`src/rtl/uart_tx_frame.sv`:
```
// Frame-level UART transmitter: turns the baud divider's clock into bit ticks and
// serialises start, LSB-first data, optional parity and stop bits onto tx.
module uart_tx_frame #(
    parameter int DATA_BITS = 8,
    parameter int PARITY    = 0,
    parameter int STOP_BITS = 1
) (
    input  logic                 clk,
    input  logic                 rst,
    input  logic                 baud_clk,
    input  logic [DATA_BITS-1:0] tx_data,
    input  logic                 tx_valid,
    output logic                 tx_ready,
    output logic                 tx,
    output logic                 tx_busy,
    output logic                 tx_done
);

    typedef enum logic [2:0] {
        ST_IDLE   = 3'd0,
        ST_WAIT   = 3'd1,
        ST_START  = 3'd2,
        ST_DATA   = 3'd3,
        ST_PARITY = 3'd4,
        ST_STOP   = 3'd5
    } state_t;

    localparam logic [2:0] LAST_IDX  = 3'(DATA_BITS - 1);
    localparam logic       LAST_STOP = (STOP_BITS == 2) ? 1'b1 : 1'b0;

    function automatic logic parity_f(input logic [DATA_BITS-1:0] d);
        return (PARITY == 2) ? ~(^d) : (^d);
    endfunction

    state_t                 state_q, state_d;
    logic [2:0]             sync_q;
    logic [DATA_BITS-1:0]   data_q, data_d;
    logic [2:0]             idx_q, idx_d;
    logic                   stop_q, stop_d;
    logic                   tx_q, tx_d;
    logic                   ready_q, ready_d;
    logic                   busy_q, busy_d;
    logic                   done_q, done_d;
    logic                   tick_s;

    // baud_clk is asynchronous: sync_q[0..2] are b1, b2, b3; a tick marks each rising edge
    assign tick_s = sync_q[1] & ~sync_q[2];

    // State and output registers
    always_ff @(posedge clk or negedge rst) begin
        if (!rst) begin
            state_q <= ST_IDLE;
            sync_q  <= 3'b000;
            data_q  <= '0;
            idx_q   <= 3'd0;
            stop_q  <= 1'b0;
            tx_q    <= 1'b1;
            ready_q <= 1'b1;
            busy_q  <= 1'b0;
            done_q  <= 1'b0;
        end else begin
            state_q <= state_d;
            sync_q  <= {sync_q[1:0], baud_clk};
            data_q  <= data_d;
            idx_q   <= idx_d;
            stop_q  <= stop_d;
            tx_q    <= tx_d;
            ready_q <= ready_d;
            busy_q  <= busy_d;
            done_q  <= done_d;
        end
    end

    // Next-state and next-output logic; everything advances only on a tick
    always_comb begin
        state_d = state_q;
        data_d  = data_q;
        idx_d   = idx_q;
        stop_d  = stop_q;
        tx_d    = tx_q;
        ready_d = ready_q;
        busy_d  = busy_q;
        done_d  = 1'b0;
        case (state_q)
            ST_IDLE: begin
                tx_d    = 1'b1;
                ready_d = 1'b1;
                busy_d  = 1'b0;
                if (tx_valid && ready_q) begin
                    data_d  = tx_data;
                    ready_d = 1'b0;
                    busy_d  = 1'b1;
                    state_d = ST_WAIT;
                end else begin
                    state_d = ST_IDLE;
                end
            end
            ST_WAIT: begin
                if (tick_s) begin
                    tx_d    = 1'b0;
                    state_d = ST_START;
                end else begin
                    tx_d    = 1'b1;
                end
            end
            ST_START: begin
                if (tick_s) begin
                    idx_d   = 3'd0;
                    tx_d    = data_q[0];
                    state_d = ST_DATA;
                end else begin
                    state_d = ST_START;
                end
            end
            ST_DATA: begin
                if (tick_s) begin
                    if (idx_q < LAST_IDX) begin
                        idx_d = idx_q + 3'd1;
                        tx_d  = data_q[idx_q + 3'd1];
                    end else if (PARITY != 0) begin
                        tx_d    = parity_f(data_q);
                        state_d = ST_PARITY;
                    end else begin
                        tx_d    = 1'b1;
                        stop_d  = 1'b0;
                        state_d = ST_STOP;
                    end
                end else begin
                    state_d = ST_DATA;
                end
            end
            ST_PARITY: begin
                if (tick_s) begin
                    tx_d    = 1'b1;
                    stop_d  = 1'b0;
                    state_d = ST_STOP;
                end else begin
                    state_d = ST_PARITY;
                end
            end
            ST_STOP: begin
                tx_d = 1'b1;
                if (tick_s) begin
                    if (stop_q == LAST_STOP) begin
                        done_d  = 1'b1;
                        busy_d  = 1'b0;
                        ready_d = 1'b1;
                        state_d = ST_IDLE;
                    end else begin
                        stop_d = stop_q + 1'b1;
                    end
                end else begin
                    state_d = ST_STOP;
                end
            end
            default: begin
                tx_d    = 1'b1;
                ready_d = 1'b1;
                busy_d  = 1'b0;
                state_d = ST_IDLE;
            end
        endcase
    end

    assign tx       = tx_q;
    assign tx_ready = ready_q;
    assign tx_busy  = busy_q;
    assign tx_done  = done_q;

endmodule

```
`config.mk`:
```
export PLATFORM = sky130hd
export DESIGN_NAME = uart_tx_frame
export DESIGN_NICKNAME = d
export VERILOG_FILES = /design/src/rtl/uart_tx_frame.sv
export SDC_FILE = /design/constraint.sdc
export NUM_CORES = 1
export LEC_CHECK = 0
export ABC_AREA = 1
export BUFFER_PORTS_ARGS = -buffer_cell sky130_fd_sc_hd__buf_2
export CORE_UTILIZATION = 55
export DETAILED_ROUTE_END_ITERATION = 6
export GPL_ROUTABILITY_DRIVEN = 0
export GPL_TIMING_DRIVEN = 0
export HOLD_SLACK_MARGIN = 0.05
export PLACE_DENSITY_LB_ADDON = 0.12
export SETUP_SLACK_MARGIN = 0.05
export SYNTH_ARGS = -nofsm -noshare
export SYNTH_HDL_FRONTEND = slang
export SYNTH_SLANG_ARGS = --single-unit
```
`constraint.sdc`:
```
create_clock -name clk -period 2.3 [get_ports clk]
set_clock_uncertainty 0.05 [all_clocks]
set_input_delay 0.345 -clock clk [delete_from_list [all_inputs] [get_ports clk]]
set_output_delay 0.345 -clock clk [all_outputs]
set_load 0.02 [all_outputs]
```
Yosys cells after proc, flatten, opt, wreduce, memory -nomap -nowiden
Index checks and enable logic that the tools add are counted.
{ "word_totals": {"word_cells": 80, "ff_bits": 22, "output_inout_bits": 4} }
{ "op_classes": {"reduce_logical": 11, "mux": 38, "magnitude_cmp": 2, "add_sub_neg": 2, "bitwise_logic": 3, "eq_ne": 15} }
{ "op_table": {"columns": ["op", "n"], "rows": [
  ["two-way mux 3 bit", 8],
  ["two-way mux 1 bit", 23],
  ["case mux 3 bit (6 select lines)", 1],
  ["inequality test 2 bit, second input constant", 8],
  ["case mux 1 bit (3 select lines)", 3],
  ["AND reduction 3 bit", 3],
  ["equality test 3 x 2 -> 1 bit, second input constant", 2],
  ["equality test 3 bit, second input constant", 2],
  ["inequality test 3 bit, second input constant", 2],
  ["case mux 3 bit (2 select lines)", 1],
  ["AND reduction 5 bit", 1],
  ["< comparator 3 x 4 -> 1 bit, second input constant", 1],
  ["case mux 1 bit (4 select lines)", 1],
  ["AND reduction 4 bit", 1],
  ["OR reduction 4 bit", 1],
  ["adder 3 x 1 -> 3 bit, second input constant", 1],
  ["binary-select mux 1 bit (select 3 bit)", 1],
  ["equality test 3 x 1 -> 1 bit, second input constant", 1],
  ["zero test 3 bit", 1],
  ["< comparator 3 bit, second input constant", 1],
  ["nonzero test 3 bit", 1],
  ["inverter 1 bit", 2],
  ["AND reduction 2 bit", 1],
  ["nonzero test 2 bit", 1],
  ["3 further kinds", 3]
]} }

Depth between registers and ports, before layout
Gate-level depths: netlist of run 1.
{ "logic_depth": {"depth_word": 6, "mapped_depth": 8, "depth_no_buf": 8} }

Worst setup path before layout of run 1
Ideal clock, no wire load.
{ "synth_path": {"path_type": "reg-to-reg", "start": "reg idx_q[1]", "end": "reg tx_q (netlist: tx)", "stages_incl_launch_ff": 8, "synth_period_minus_slack_ps": 1206, "t_arrival_ps": 1083, "path_slack_ps": 1094, "n_path_buf": 0, "path_cell_list": "dfrtp_1 ha_1 inv_1 nand3_1 nand3_1 nand3_1 nand2_1 a21oi_1"} }
{ "synth_between": {"elab_chain_cells": 6, "elab_cells_between_ends": 7, "classes_between": "add/sub: 1; order compare: 1; mux: 5"} }
{ "synth_rtl": {"columns": ["element", "line", "text"], "rows": [
  ["start, declared", "38", "logic [2:0] idx_q, idx_d;"],
  ["start signal, assigned", "65", "idx_q <= idx_d;"],
  ["adder 3 x 1 -> 3 bit", "119", "tx_d = data_q[idx_q + 3'd1];"],
  ["binary-select mux 1 bit (select 3 bit)", "119", null],
  ["two-way mux 1 bit (not written as such)", "119", null],
  ["two-way mux 1 bit *", "117", "if (idx_q < LAST_IDX) begin"],
  ["two-way mux 1 bit *", "116", "if (tick_s) begin"],
  ["case mux 1 bit (4 select lines) *", "84", "case (state_q)"],
  ["end signal, assigned", "67", "tx_q <= tx_d;"],
  ["end, declared", "40", "logic tx_q, tx_d;"]
]} }
Mark *: on every way between the ends. The rest lies on a longest branch, timed or not. The select of a mux whose other input is x is not followed.
A chain may end at the register's enable or synchronous reset.

Final worst setup path of run 1
{ "layout_path": {"start": "reg ready_q (netlist: tx_ready)", "end": "out tx_ready"} }
{ "layout_lines": {"columns": ["element", "line", "text"], "rows": [
  ["start, declared", "41", "logic ready_q, ready_d;"],
  ["start signal, assigned", "68", "ready_q <= ready_d;"],
  ["end, declared", "13", "output logic tx_ready,"]
]} }
No word-level cell between the ends.

==> results of run 1 <==
flip-flops by register name, summed over array words and instances (netlist names):
| register | cells |
|---|---|
| data_q | 8 |
| sync_q | 3 |
| tx | 1 |
| idx_q | 3 |
| state_q | 3 |
| tx_ready | 1 |
| tx_done | 1 |
| tx_busy | 1 |
worst register-to-register path, stage by stage, from the launching register on:
cell     delay (ns)
dfrtp_1        0.42
ha_1           0.33
inv_1          0.08
nand3_1        0.08
nand3_1        0.06
nand3_1        0.10
nand2_1        0.05
a21oi_1        0.12
power by group through the flow:
stage	Sequential (mW)	Clock [mW]	Combinational, mW
3_5_place_dp	0.636	0	0.615
6_report	0.628	0.177	0.618
3_3_place_gp	0.630	0	0.601
5_1_grt	0.649	0.196	0.705
4_1_cts	0.627	0.184	0.620
2_1_floorplan	0.642	0	0.459
path summary, 6_finish.rpt:
path | startpoint | endpoint | cells past startpoint
setup reg to reg | idx_q[1]$_DFFE_PN0P_ | tx$_DFFE_PN1P_ | 7
max in group asynchronous | rst | tx_ready$_DFFE_PN1P_ | 2
hold / removal | baud_clk | sync_q[0]$_DFF_PN0_ | 1
hold reg to reg | sync_q[0]$_DFF_PN0_ | sync_q[1]$_DFF_PN0_ | 0
setup / recovery | tx_ready$_DFFE_PN1P_ | tx_ready | 1
min in group asynchronous | rst | idx_q[1]$_DFFE_PN0P_ | 2
cells by family (layout without fill, tap and decap cells):
family | Yosys count | in the layout | share of synthesized area, %
simple gates | 72 | 72 | 33.6
flops | 21 | 21 | 53.1
buf+inv | 12 | 32 | 5.04
compound gates | 11 | 11 | 6.93
fa+ha+maj | 1 | 1 | 1.26
metrics by stage:
stage                     instance area [sq um]  hold WS, ns
after detailed placement                   1100        0.275
after global routing                       1130       0.0674
after CTS                                  1130       0.0789
after floorplan                             993    -0.000591
final                                      1130       0.0920
after global placement                     1100        0.269
metal layers:
metal,global-route usage [%],part of all wire [%],up-vias,routed length [microns]
met2,31.5,45,31,817
li1,-,-,421,-
met5,0,0,-,0
met3,4.90,3.9,4,70
met1,31.9,49,359,880
met4,14.5,1.9,0,34
what timing repair did:
item                                    in CTS  in global routing
endpoints found under the setup margin       0                  0
hold buffers                                 1                  0
endpoints found under the hold margin       19                  0
placed cells by master, fill, tap and decap left out, drive strengths merged:
cell	n
nand2	46
dfrtp	19
buf	17
inv	10
nand3	10
nor2	9
nand4	5
a21oi	4
clkbuf	4
dfstp	2
o21ai	2
nor4	1
o22ai	1
nand3b	1
a211oi	1
o21a	1
o211ai	1
o211a	1
ha	1
dlygate4sd3	1
area by class of cell:
cell class | instances | area (sq um)
flip-flops and latches | 21 | 528
fillers | 141 | 459
multi-input cells | 84 | 415
repair buffers | 16 | 85.1
inverters | 10 | 37.5
well taps | 24 | 30.0
clock buffers | 4 | 26.3
plain buffers | 2 | 12.5
==> reports/metrics.json, run 1 <==
{
  "timing": {
    "clock.fmax_mhz": 709,
    "grt_setup_unrepaired": "no",
    "setup-tns-final_ns": 0,
    "setup_viol_count_final": 0,
    "timing_hold_violations_final": 0,
    "transition_time_at_the_pin_with_the_least_slew_margin_ns": 0.463,
    "final-max-slew-violation-count": 0,
    "setup_ws_ns": 0.889,
    "maxSlewHeadroom_pct": 69.1,
    "post-route-period-util_pct": 61.4,
    "finalCriticalPeriod_ns": 1.41
  },
  "power": {
    "design_power_total_mw": 1.42,
    "total_switching_power_uw": 593,
    "vdd_drop_max_mv": 0.793,
    "power.density_cell_area_nw_per_um2": 1250,
    "power.static_leakage_nw": 0.606,
    "power.clock.fraction_pct": 12.4,
    "comb_power_share_pct": 43.4,
    "netSwitchingFraction_pct": 41.7,
    "sequentialPowerShare_pct": 44.1,
    "cellInternalPower_uw": 829
  },
  "place": {
    "dp_worst_setup_slack_ns": 0.974,
    "placedCellCount": 156,
    "hpwl_microns": 1320,
    "buffer_ports.inserted": 15
  },
  "clock_tree": {
    "max_h_tree_level": 1,
    "ctsLongestPathBuffers": 2,
    "cts_tree": "done",
    "cts.sink_count": 21,
    "cts_root_buffer": "clkbuf_4",
    "cts_inserted_buffers": 3,
    "clk_transition_reported_paths_ns": 0.11,
    "post_cts_resize_count": 0,
    "worst_skew_late_latency_ns": 0.30,
    "post_cts_buffers": 0
  },
  "floorplanning": {
    "die_y_microns": 44.5,
    "die_w_microns": 44.5,
    "placementRows": 14,
    "core_sq_um": 1590,
    "io_pins": 16,
    "start_util_pct": 62.3,
    "design.die.area_sq_um": 1980
  },
  "detailed_routing": {
    "vias": 815,
    "routedWlPerCell_microns": 11.2,
    "route.antenna.remaining_nets": 0,
    "post_drt_via_cell_ratio": 5.06,
    "remaining_drc_errors": 0,
    "wl_microns": 1800,
    "first_iter_violations": 22,
    "first_pass_iters": 4
  },
  "synthesis": {
    "synth_ff_type": "dfrtp_1",
    "mean_instance_size_in_the_synthesized_netlist_sq_um": 8.49,
    "synth.lib_cells_used.distinct": 25,
    "synthesis.area_sq_um": 993,
    "synth_top_cell_area_share_pct": 47.9,
    "post-synth-top-area-cell": "dfrtp_1",
    "synthesis.instances": 117,
    "synth_async_sr_flop_share_pct": 100,
    "post_synth_main_area_contributors": "dfrtp_1 (48%), nand2_1 (16%), dfstp_2 (5.3%)",
    "synth-edff-count": 0,
    "synthMostInstantiatedCell": "nand2_1",
    "ys_seq_elements": 21,
    "synth.yosys.seq_area_share_pct": 53.1,
    "synthesis.yosys.warnings": 0,
    "syn-num-nets": 130,
    "synth.cells.most_frequent": "nand2_1 (43), dfrtp_1 (19), inv_1 (9), nand3_1 (9), nor2_1 (7)"
  },
  "global_route": {
    "first_global_vias": 708,
    "grt_overflow": 0,
    "global_route_usage_over_all_layers_pct": 22.6,
    "grt_first_pass_wirelength_microns": 3100,
    "grt_antenna_before_repair": 0,
    "grt_start_max_net_pins": 22
  },
  "critical_path": {
    "critical_path_required_ns": 1.90,
    "path_cells": "buf_2",
    "critical-path-max-stage-delay_ns": 0.56,
    "path_class": "flop to output port",
    "critical_path.top_delay_family": "flip-flops",
    "worstPathBufferInverterCount": 1,
    "timing.reg2reg.setup_slack_ns": 0.94,
    "worstPathArrival_ns": 1.02,
    "cp-end-kind": "output port",
    "crit_fanout": 3,
    "worst_setup_start_kind": "flop",
    "timing.critical_path.slowest_stage_cell": "dfstp_2"
  },
  "finish": {
    "insertedDiodeCount": 0,
    "syn_to_final_growth_pct": 14.2,
    "drive_gt1_share_pct": 21.2,
    "num-nets-final": 151,
    "layoutNonFillerInstCount": 161,
    "post-route-util_pct": 71.2
  },
  "outcome": {
    "run_status": "finished clean"
  },
  "run": {
    "cap_viol_max_count": 0
  },
  "hold_path": {
    "worstHoldPathType": "input port to flop"
  }
}
(Power assumes the default switching activity.)
==> inputs of run 2 (changes only) <==
--- a/config.mk
+++ b/config.mk
@@ -7,7 +7,7 @@
 export LEC_CHECK = 0
 export ABC_AREA = 1
 export BUFFER_PORTS_ARGS = -buffer_cell sky130_fd_sc_hd__buf_2
-export CORE_UTILIZATION = 55
+export CORE_UTILIZATION = 48
 export DETAILED_ROUTE_END_ITERATION = 6
 export GPL_ROUTABILITY_DRIVEN = 0
 export GPL_TIMING_DRIVEN = 0
==> constraint.sdc (replaced) <==
create_clock -name clk -period 1.2 [get_ports clk]
set_clock_uncertainty 0.05 [all_clocks]
set_input_delay 0.18 -clock clk [delete_from_list [all_inputs] [get_ports clk]]
set_output_delay 0.18 -clock clk [all_outputs]
set_load 0.02 [all_outputs]
==> reports/metrics.json, run 2 (synthesis gave the netlist of run 1 again) <==
{
  "outcome": {
    "violations": "design-rule violations, negative setup slack",
    "run_status": {"value": "finished, violations left", "change": "was finished clean"}
  },
  "timing": {
    "timing_hold_violations_final": {"value": 0, "change": "unchanged"},
    "grt_setup_unrepaired": {"value": "yes", "change": "was no"},
    "transition_time_at_the_pin_with_the_least_slew_margin": {"value": 0.455, "unit": "ns", "change": "was 0.463 ns"},
    "clock.fmax_mhz": 780,
    "setup_ws": {"value": -0.0822, "unit": "ns", "change": "was 0.889 ns"},
    "final.hold.worst_slack": {"value": 0.223, "unit": "ns", "change": "was 0.0920 ns"},
    "final-max-slew-violation-count": {"value": 0, "change": "unchanged"},
    "finalCriticalPeriod_ns": 1.28,
    "post-route-period-util_pct": 107,
    "maxSlewHeadroom": {"value": 69.6, "unit": "%", "change": "was 69.1%"},
    "setup_viol_count_final": {"value": 17, "change": "was 0"}
  },
  "hold_path": {
    "worstHoldPathType": {"value": "input port to flop", "change": "unchanged"}
  },
  "detailed_routing": {
    "vias": {"value": 911, "change": "was 815"},
    "route.antenna.remaining_nets": {"value": 0, "change": "unchanged"},
    "wl": {"value": 2230, "unit": "microns", "change": "was 1800 microns"},
    "remaining_drc_errors": {"value": 1, "change": "was 0"},
    "post_drt_via_cell_ratio": {"value": 4.90, "change": "was 5.06"},
    "first_pass_iters": {"value": 6, "change": "was 4"},
    "first_iter_violations": {"value": 23, "change": "was 22"},
    "routedWlPerCell": {"value": 12.0, "unit": "microns", "change": "was 11.2 microns"}
  },
  "power": {
    "vdd_drop_max": {"value": 1.55, "unit": "mV", "change": "was 0.793 mV"},
    "power.static_leakage": {"value": 0.731, "unit": "nW", "change": "was 0.606 nW"},
    "power.density_cell_area": {"value": 2350, "unit": "nW/um^2", "change": "was 1250 nW/um^2"},
    "design_power_total": {"value": 3.42, "unit": "mW", "change": "was 1.42 mW"}
  },
  "global_route": {
    "grt_antenna_before_repair": {"value": 0, "change": "unchanged"},
    "grt_first_pass_wirelength": {"value": 3450, "unit": "microns", "change": "was 3100 microns"},
    "global_route_usage_over_all_layers": {"value": 22.6, "unit": "%", "change": "about the same"},
    "grt_overflow": {"value": 0, "change": "unchanged"},
    "first_global_vias": {"value": 840, "change": "was 708"},
    "grt_start_max_net_pins": {"value": 22, "change": "unchanged"}
  },
  "floorplanning": {
    "placementRows": {"value": 16, "change": "was 14"},
    "die_w": {"value": 47.5, "unit": "microns", "change": "was 44.5 microns"},
    "start_util": {"value": 50.6, "unit": "%", "change": "was 62.3%"},
    "io_pins": {"value": 16, "change": "unchanged"},
    "die_y": {"value": 47.5, "unit": "microns", "change": "was 44.5 microns"},
    "design.die.area": {"value": 2260, "unit": "sq um", "change": "was 1980 sq um"},
    "core": {"value": 1960, "unit": "sq um", "change": "was 1590 sq um"}
  },
  "clock_tree": {
    "worst_skew_late_latency": {"value": 0.32, "unit": "ns", "change": "was 0.30 ns"},
    "cts_inserted_buffers": {"value": 3, "change": "unchanged"},
    "cts.sink_count": {"value": 21, "change": "unchanged"},
    "cts_tree": {"value": "done", "change": "unchanged"},
    "clk_transition_reported_paths": {"value": 0.13, "unit": "ns", "change": "was 0.11 ns"},
    "ctsLongestPathBuffers": {"value": 2, "change": "unchanged"},
    "cts_root_buffer": {"value": "clkbuf_4", "change": "unchanged"},
    "max_h_tree_level": {"value": 1, "change": "unchanged"}
  },
  "critical_path": {
    "path_class": {"value": "flop to flop", "change": "was flop to output port"},
    "critical_path.top_delay_family": {"value": "flip-flops", "change": "unchanged"},
    "crit_fanout": {"value": 4, "change": "was 3"},
    "cp-end-kind": {"value": "flop", "change": "was output port"},
    "critical-path-max-stage-delay": {"value": 0.47, "unit": "ns", "change": "was 0.56 ns"},
    "critical_path_required": {"value": 1.36, "unit": "ns", "change": "was 1.90 ns"},
    "worstPathBufferInverterCount": {"value": 1, "change": "unchanged"},
    "path_cells": {"value": "buf_6 -> nand2_4 -> nor2_2 -> nand2_2 -> o211ai_1 -> nor2_1 -> nand4_1", "change": "was buf_2"},
    "worst_setup_start_kind": {"value": "flop", "change": "unchanged"},
    "worstPathArrival": {"value": 1.44, "unit": "ns", "change": "was 1.02 ns"},
    "timing.critical_path.slowest_stage_cell": {"value": "dfrtp_2", "change": "was dfstp_2"}
  },
  "finish": {
    "mostFrequentLayoutCells": {"value": "nand2_1 (38), dfrtp_1 (16), buf_2 (12), buf_4 (10), dlygate4sd3_1 (10)", "change": "was nand2_1 (43), dfrtp_1 (19), buf_2 (16), inv_1 (9), nand3_1 (9)"},
    "largest_register": {"value": "data_q", "change": "unchanged"},
    "layout_commonest_cell": {"value": "nand2_1", "change": "unchanged"},
    "num-nets-final": {"value": 173, "change": "was 151"},
    "syn_to_final_growth": {"value": 46.7, "unit": "%", "change": "was 14.2%"},
    "max_reg_flops": {"value": 8, "change": "unchanged"},
    "insertedDiodeCount": {"value": 0, "change": "unchanged"},
    "drive_gt1_share": {"value": 40.3, "unit": "%", "change": "was 21.2%"}
  },
  "place": {
    "hpwl": {"value": 1300, "unit": "microns", "change": "was 1320 microns"},
    "buffer_ports.inserted": {"value": 15, "change": "unchanged"},
    "dp_worst_setup_slack": {"value": -0.110, "unit": "ns", "change": "was 0.974 ns"}
  },
  "run": {
    "cap_viol_max_count": {"value": 0, "change": "unchanged"}
  }
}
## run 2: changes by cell type in the layout (fill, tap and decap cells not counted), sizes merged
cell and change:
clkbuf -1, dlygate4sd3 +9, buf +13, clkinvlp +1
## run 2: tightest hold or removal path, cell delays in order
cell	delay, ns
buf_2	0.10
nand4_1	0.16
nand2_1	0.07
nand2_1	0.06
## run 2: worst paths after layout
kind | from | endpoint | slack (ns) | cells past startpoint
min in group asynchronous | rst | tx_done$_DFF_PN0_ | 0.28 | 2
min reg2reg | sync_q[0]$_DFF_PN0_ | sync_q[1]$_DFF_PN0_ | 0.32 | 0
max | state_q[1]$_DFFE_PN0P_ | state_q[0]$_DFFE_PN0P_ | -0.08 | 7
max reg2reg | state_q[1]$_DFFE_PN0P_ | state_q[0]$_DFFE_PN0P_ | -0.08 | 7
max in group asynchronous | rst | tx_ready$_DFFE_PN1P_ | 0.48 | 2
min | tx_valid | data_q[1]$_DFFE_PN0P_ | 0.22 | 4
## run 2: report_power, final
| part | internal [mW] | total (mW) | switching (mW) |
|---|---|---|---|
| sequential | 1.00 | 1.25 | 0.250 |
| combinational | 0.865 | 1.80 | 0.938 |
| clock | 0.127 | 0.363 | 0.235 |
## run 2: what timing repair did
item	CTS	global route
endpoints found under the hold margin	28	0
hold buffers	10	0
endpoints found under the setup margin	19	21
gates resized for setup	28	6
buffers inserted	11	2
pin swaps	17	10
## run 2: layer usage
layer | global-route usage [%] | vias up | wire (microns)
met3 | 4.15 | 11 | 70
met2 | 35.1 | 26 | 1050
met1 | 29.3 | 407 | 1030
met5 | 0 | - | 0
li1 | - | 467 | -
met4 | 13.7 | 0 | 86
## run 2: final cells by class
type | instances | area, sq um
multi-input cells | 84 | 497
inverters | 10 | 40.0
flip-flops and latches | 21 | 532
fillers | 162 | 504
clock buffers | 3 | 22.5
plain buffers | 2 | 18.8
repair buffers | 38 | 307
clock inverters | 1 | 7.51
well taps | 27 | 33.8
## run 2: metrics by stage
stage | std cells | TNS (ns) | util, % | instance area (sq um)
final | 186 | -0.499 | 74.3 | 1460
after global routing | 186 | -1.85 | 74.3 | 1460
after CTS | 184 | -0.478 | 72.4 | 1420
after detailed placement | 159 | -1.19 | 57.4 | 1130
after global placement | 159 | -0.929 | 57.4 | 1130
after floorplan | 117 | 0 | - | 1020
==> inputs of run 3 (changes only) <==
--- a/config.mk
+++ b/config.mk
@@ -7,9 +7,9 @@
 export LEC_CHECK = 0
 export ABC_AREA = 1
 export BUFFER_PORTS_ARGS = -buffer_cell sky130_fd_sc_hd__buf_2
+export CAP_MARGIN = 20
 export CORE_UTILIZATION = 48
 export DETAILED_ROUTE_END_ITERATION = 6
-export GPL_ROUTABILITY_DRIVEN = 0
 export GPL_TIMING_DRIVEN = 0
 export HOLD_SLACK_MARGIN = 0.05
 export PLACE_DENSITY_LB_ADDON = 0.12
==> constraint.sdc (replaced) <==
create_clock -name clk -period 1.05 [get_ports clk]
set_clock_uncertainty 0.05 [all_clocks]
set_input_delay 0.1575 -clock clk [delete_from_list [all_inputs] [get_ports clk]]
set_output_delay 0.1575 -clock clk [all_outputs]
set_load 0.02 [all_outputs]
==> reports/metrics.json, run 3 (synthesis gave the netlist of run 1 again) <==
{
  "power": {
    "power.density_cell_area": {"value": 2620, "unit": "nW/um^2", "change": "was 2350 nW/um^2"},
    "design_power_total": {"value": 3.78, "unit": "mW", "change": "was 3.42 mW"},
    "total_switching_power": {"value": 1.58, "unit": "mW", "change": "was 1.42 mW"},
    "vdd_drop_max": {"value": 1.68, "unit": "mV", "change": "was 1.55 mV"},
    "power.static_leakage": {"value": 0.721, "unit": "nW", "change": "was 0.731 nW"},
    "power.clock.fraction": {"value": 10.3, "unit": "%", "change": "was 10.6%"},
    "sequentialPowerShare": {"value": 38.4, "unit": "%", "change": "was 36.7%"},
    "cellInternalPower": {"value": 2.20, "unit": "mW", "change": "was 2.00 mW"},
    "netSwitchingFraction": {"value": 41.9, "unit": "%", "change": "was 41.6%"},
    "comb_power_share": {"value": 51.3, "unit": "%", "change": "was 52.7%"}
  },
  "critical_path": {
    "worst_setup_path_startpoint": {"value": "idx_q[0]$_DFFE_PN0P_", "change": "was state_q[1]$_DFFE_PN0P_"},
    "critical_path_required": {"value": 1.24, "unit": "ns", "change": "was 1.36 ns"},
    "worst_setup_start_kind": {"value": "flop", "change": "unchanged"},
    "path_class": {"value": "flop to flop", "change": "unchanged"},
    "worstPathArrival": {"value": 1.47, "unit": "ns", "change": "was 1.44 ns"},
    "crit_fanout": {"value": 3, "change": "was 4"},
    "cp-end-kind": {"value": "flop", "change": "unchanged"},
    "worst_r2r_startpoint": {"value": "idx_q[0]$_DFFE_PN0P_", "change": "was state_q[1]$_DFFE_PN0P_"},
    "timing.reg2reg.worst_path_depth": {"value": 7, "change": "unchanged"}
  },
  "global_route": {
    "global_route_usage_over_all_layers": {"value": 21.9, "unit": "%", "change": "was 22.6%"},
    "grt_first_pass_wirelength": {"value": 3380, "unit": "microns", "change": "was 3450 microns"},
    "grt_antenna_before_repair": {"value": 0, "change": "unchanged"},
    "grt_overflow": {"value": 0, "change": "unchanged"},
    "first_global_vias": {"value": 851, "change": "was 840"},
    "grt_start_max_net_pins": {"value": 22, "change": "unchanged"}
  },
  "finish": {
    "insertedDiodeCount": {"value": 0, "change": "unchanged"},
    "mostFrequentLayoutCells": {"value": "nand2_1 (36), dfrtp_1 (16), buf_2 (11), dlygate4sd3_1 (10), buf_4 (8)", "change": "was nand2_1 (38), dfrtp_1 (16), buf_2 (12), buf_4 (10), dlygate4sd3_1 (10)"},
    "drive_gt1_share": {"value": 40.6, "unit": "%", "change": "was 40.3%"},
    "layout_commonest_cell": {"value": "nand2_1", "change": "unchanged"},
    "largest_register": {"value": "data_q", "change": "unchanged"},
    "postLayoutCellArea": {"value": 1440, "unit": "sq um", "change": "was 1460 sq um"},
    "layoutNonFillerInstCount": {"value": 182, "change": "was 186"},
    "max_reg_flops": {"value": 8, "change": "unchanged"},
    "num-nets-final": {"value": 169, "change": "was 173"},
    "syn_to_final_growth": {"value": 45.0, "unit": "%", "change": "was 46.7%"}
  },
  "place": {
    "buffer_ports.inserted": {"value": 15, "change": "unchanged"},
    "hpwl": {"value": 1280, "unit": "microns", "change": "was 1300 microns"},
    "detailed_place.area": {"value": 1130, "unit": "sq um", "change": "unchanged"},
    "placedCellCount": {"value": 159, "change": "unchanged"},
    "place_congestion": 0.906
  },
  "timing": {
    "transition_time_at_the_pin_with_the_least_slew_margin": {"value": 0.458, "unit": "ns", "change": "was 0.455 ns"},
    "finalCriticalPeriod": {"value": 1.28, "unit": "ns", "change": "about the same"},
    "setup_viol_count_final": {"value": 19, "change": "was 17"},
    "clock.fmax": {"value": 780, "unit": "MHz", "change": "about the same"},
    "timing_hold_violations_final": {"value": 0, "change": "unchanged"},
    "grt_setup_unrepaired": {"value": "yes", "change": "unchanged"},
    "maxSlewHeadroom": {"value": 69.5, "unit": "%", "change": "was 69.6%"},
    "setup_ws": {"value": -0.232, "unit": "ns", "change": "was -0.0822 ns"},
    "post-route-period-util": {"value": 122, "unit": "%", "change": "was 107%"},
    "final-max-slew-violation-count": {"value": 0, "change": "unchanged"}
  },
  "floorplanning": {
    "design.die.area": {"value": 2260, "unit": "sq um", "change": "unchanged"},
    "core": {"value": 1960, "unit": "sq um", "change": "unchanged"},
    "io_pins": {"value": 16, "change": "unchanged"},
    "placementRows": {"value": 16, "change": "unchanged"},
    "die_w": {"value": 47.5, "unit": "microns", "change": "unchanged"},
    "die_y": {"value": 47.5, "unit": "microns", "change": "unchanged"},
    "start_util": {"value": 50.6, "unit": "%", "change": "unchanged"}
  },
  "detailed_routing": {
    "first_pass_iters": {"value": 4, "change": "was 6"},
    "route.antenna.remaining_nets": {"value": 0, "change": "unchanged"},
    "remaining_drc_errors": {"value": 0, "change": "was 1"},
    "vias": {"value": 876, "change": "was 911"},
    "post_drt_via_cell_ratio": {"value": 4.81, "change": "was 4.90"},
    "routedWlPerCell": {"value": 11.9, "unit": "microns", "change": "was 12.0 microns"},
    "wl": {"value": 2170, "unit": "microns", "change": "was 2230 microns"},
    "first_iter_violations": {"value": 11, "change": "was 23"}
  },
  "run": {
    "cap_viol_max_count": {"value": 0, "change": "unchanged"}
  },
  "clock_tree": {
    "clk_transition_reported_paths": {"value": 0.12, "unit": "ns", "change": "was 0.13 ns"},
    "max_h_tree_level": {"value": 1, "change": "unchanged"},
    "cts_tree": {"value": "done", "change": "unchanged"},
    "ctsLongestPathBuffers": {"value": 2, "change": "unchanged"},
    "cts_inserted_buffers": {"value": 3, "change": "unchanged"},
    "cts.sink_count": {"value": 21, "change": "unchanged"},
    "cts_root_buffer": {"value": "clkbuf_4", "change": "unchanged"},
    "worst_skew_late_latency": {"value": 0.30, "unit": "ns", "change": "was 0.32 ns"}
  },
  "outcome": {
    "violations": {"value": "negative setup slack", "change": "was design-rule violations, negative setup slack"},
    "run_status": {"value": "finished, violations left", "change": "unchanged"}
  },
  "hold_path": {
    "worstHoldPathType": {"value": "input port to async pin", "change": "was input port to flop"}
  }
}
## run 3: critical path, stage by stage (launching register included)
cell and delay [ns]:
dfrtp_1 0.44, ha_4 0.18, nand2_2 0.06, nand2_2 0.07, nand3b_1 0.17, nand3_2 0.08, nand2_2 0.06, a21oi_2 0.12
## run 3: layout make-up
| class | instances | area, sq um |
|---|---|---|
| flip-flops and latches | 21 | 532 |
| fillers | 158 | 522 |
| multi-input cells | 84 | 514 |
| repair buffers | 34 | 272 |
| inverters | 10 | 40.0 |
| well taps | 27 | 33.8 |
| clock buffers | 4 | 26.3 |
| plain buffers | 2 | 22.5 |
## run 3: repair_timing
item	CTS	global route
hold buffers	10	0
gates resized for setup	22	16
pin swaps	11	11
endpoints found under the setup margin	21	22
buffers inserted	6	3
endpoints found under the hold margin	28	0
## run 3: through the flow
step                      worst slack, ns  hold WS [ns]  utilization, %  setup TNS, ns
after floorplan                    -0.139        -0.188               -          -1.78
after global placement             -0.247        0.0861            57.4          -3.26
after detailed placement           -0.251        0.0887            57.4          -3.35
after CTS                          -0.222         0.214            69.5          -3.18
after global routing               -0.316         0.315            73.4          -5.09
final                              -0.232         0.268            73.4          -3.45
## run 3: per-layer routing
metal	share of wire, %	routed length [microns]	up-vias	GRT usage, %
met2	50	1080	16	34.5
met1	47	1020	398	29.2
met4	1.2	27	0	9.71
met5	0	0	-	0
li1	-	-	458	-
met3	2.0	43	4	4.53
## run 3: path summary, 6_finish.rpt
kind,endpoint,slack (ns)
min reg2reg,sync_q[1]$_DFF_PN0_,0.32
max reg2reg,tx$_DFFE_PN1P_,-0.23
min,idx_q[2]$_DFFE_PN0P_,0.27
max,tx$_DFFE_PN1P_,-0.23
max in group asynchronous,tx_ready$_DFFE_PN1P_,0.32
min in group clk,data_q[3]$_DFFE_PN0P_,0.29
## run 3: power by group through the flow
stage / Clock [mW] / Sequential (mW) / Combinational, mW
CTS: 0.407 / 1.42 / 1.74
detailed placement: 0 / 1.41 / 1.40
global placement: 0 / 1.40 / 1.39
global route: 0.434 / 1.49 / 2.15
floorplan: 0 / 1.43 / 1.06
finish: 0.389 / 1.45 / 1.94
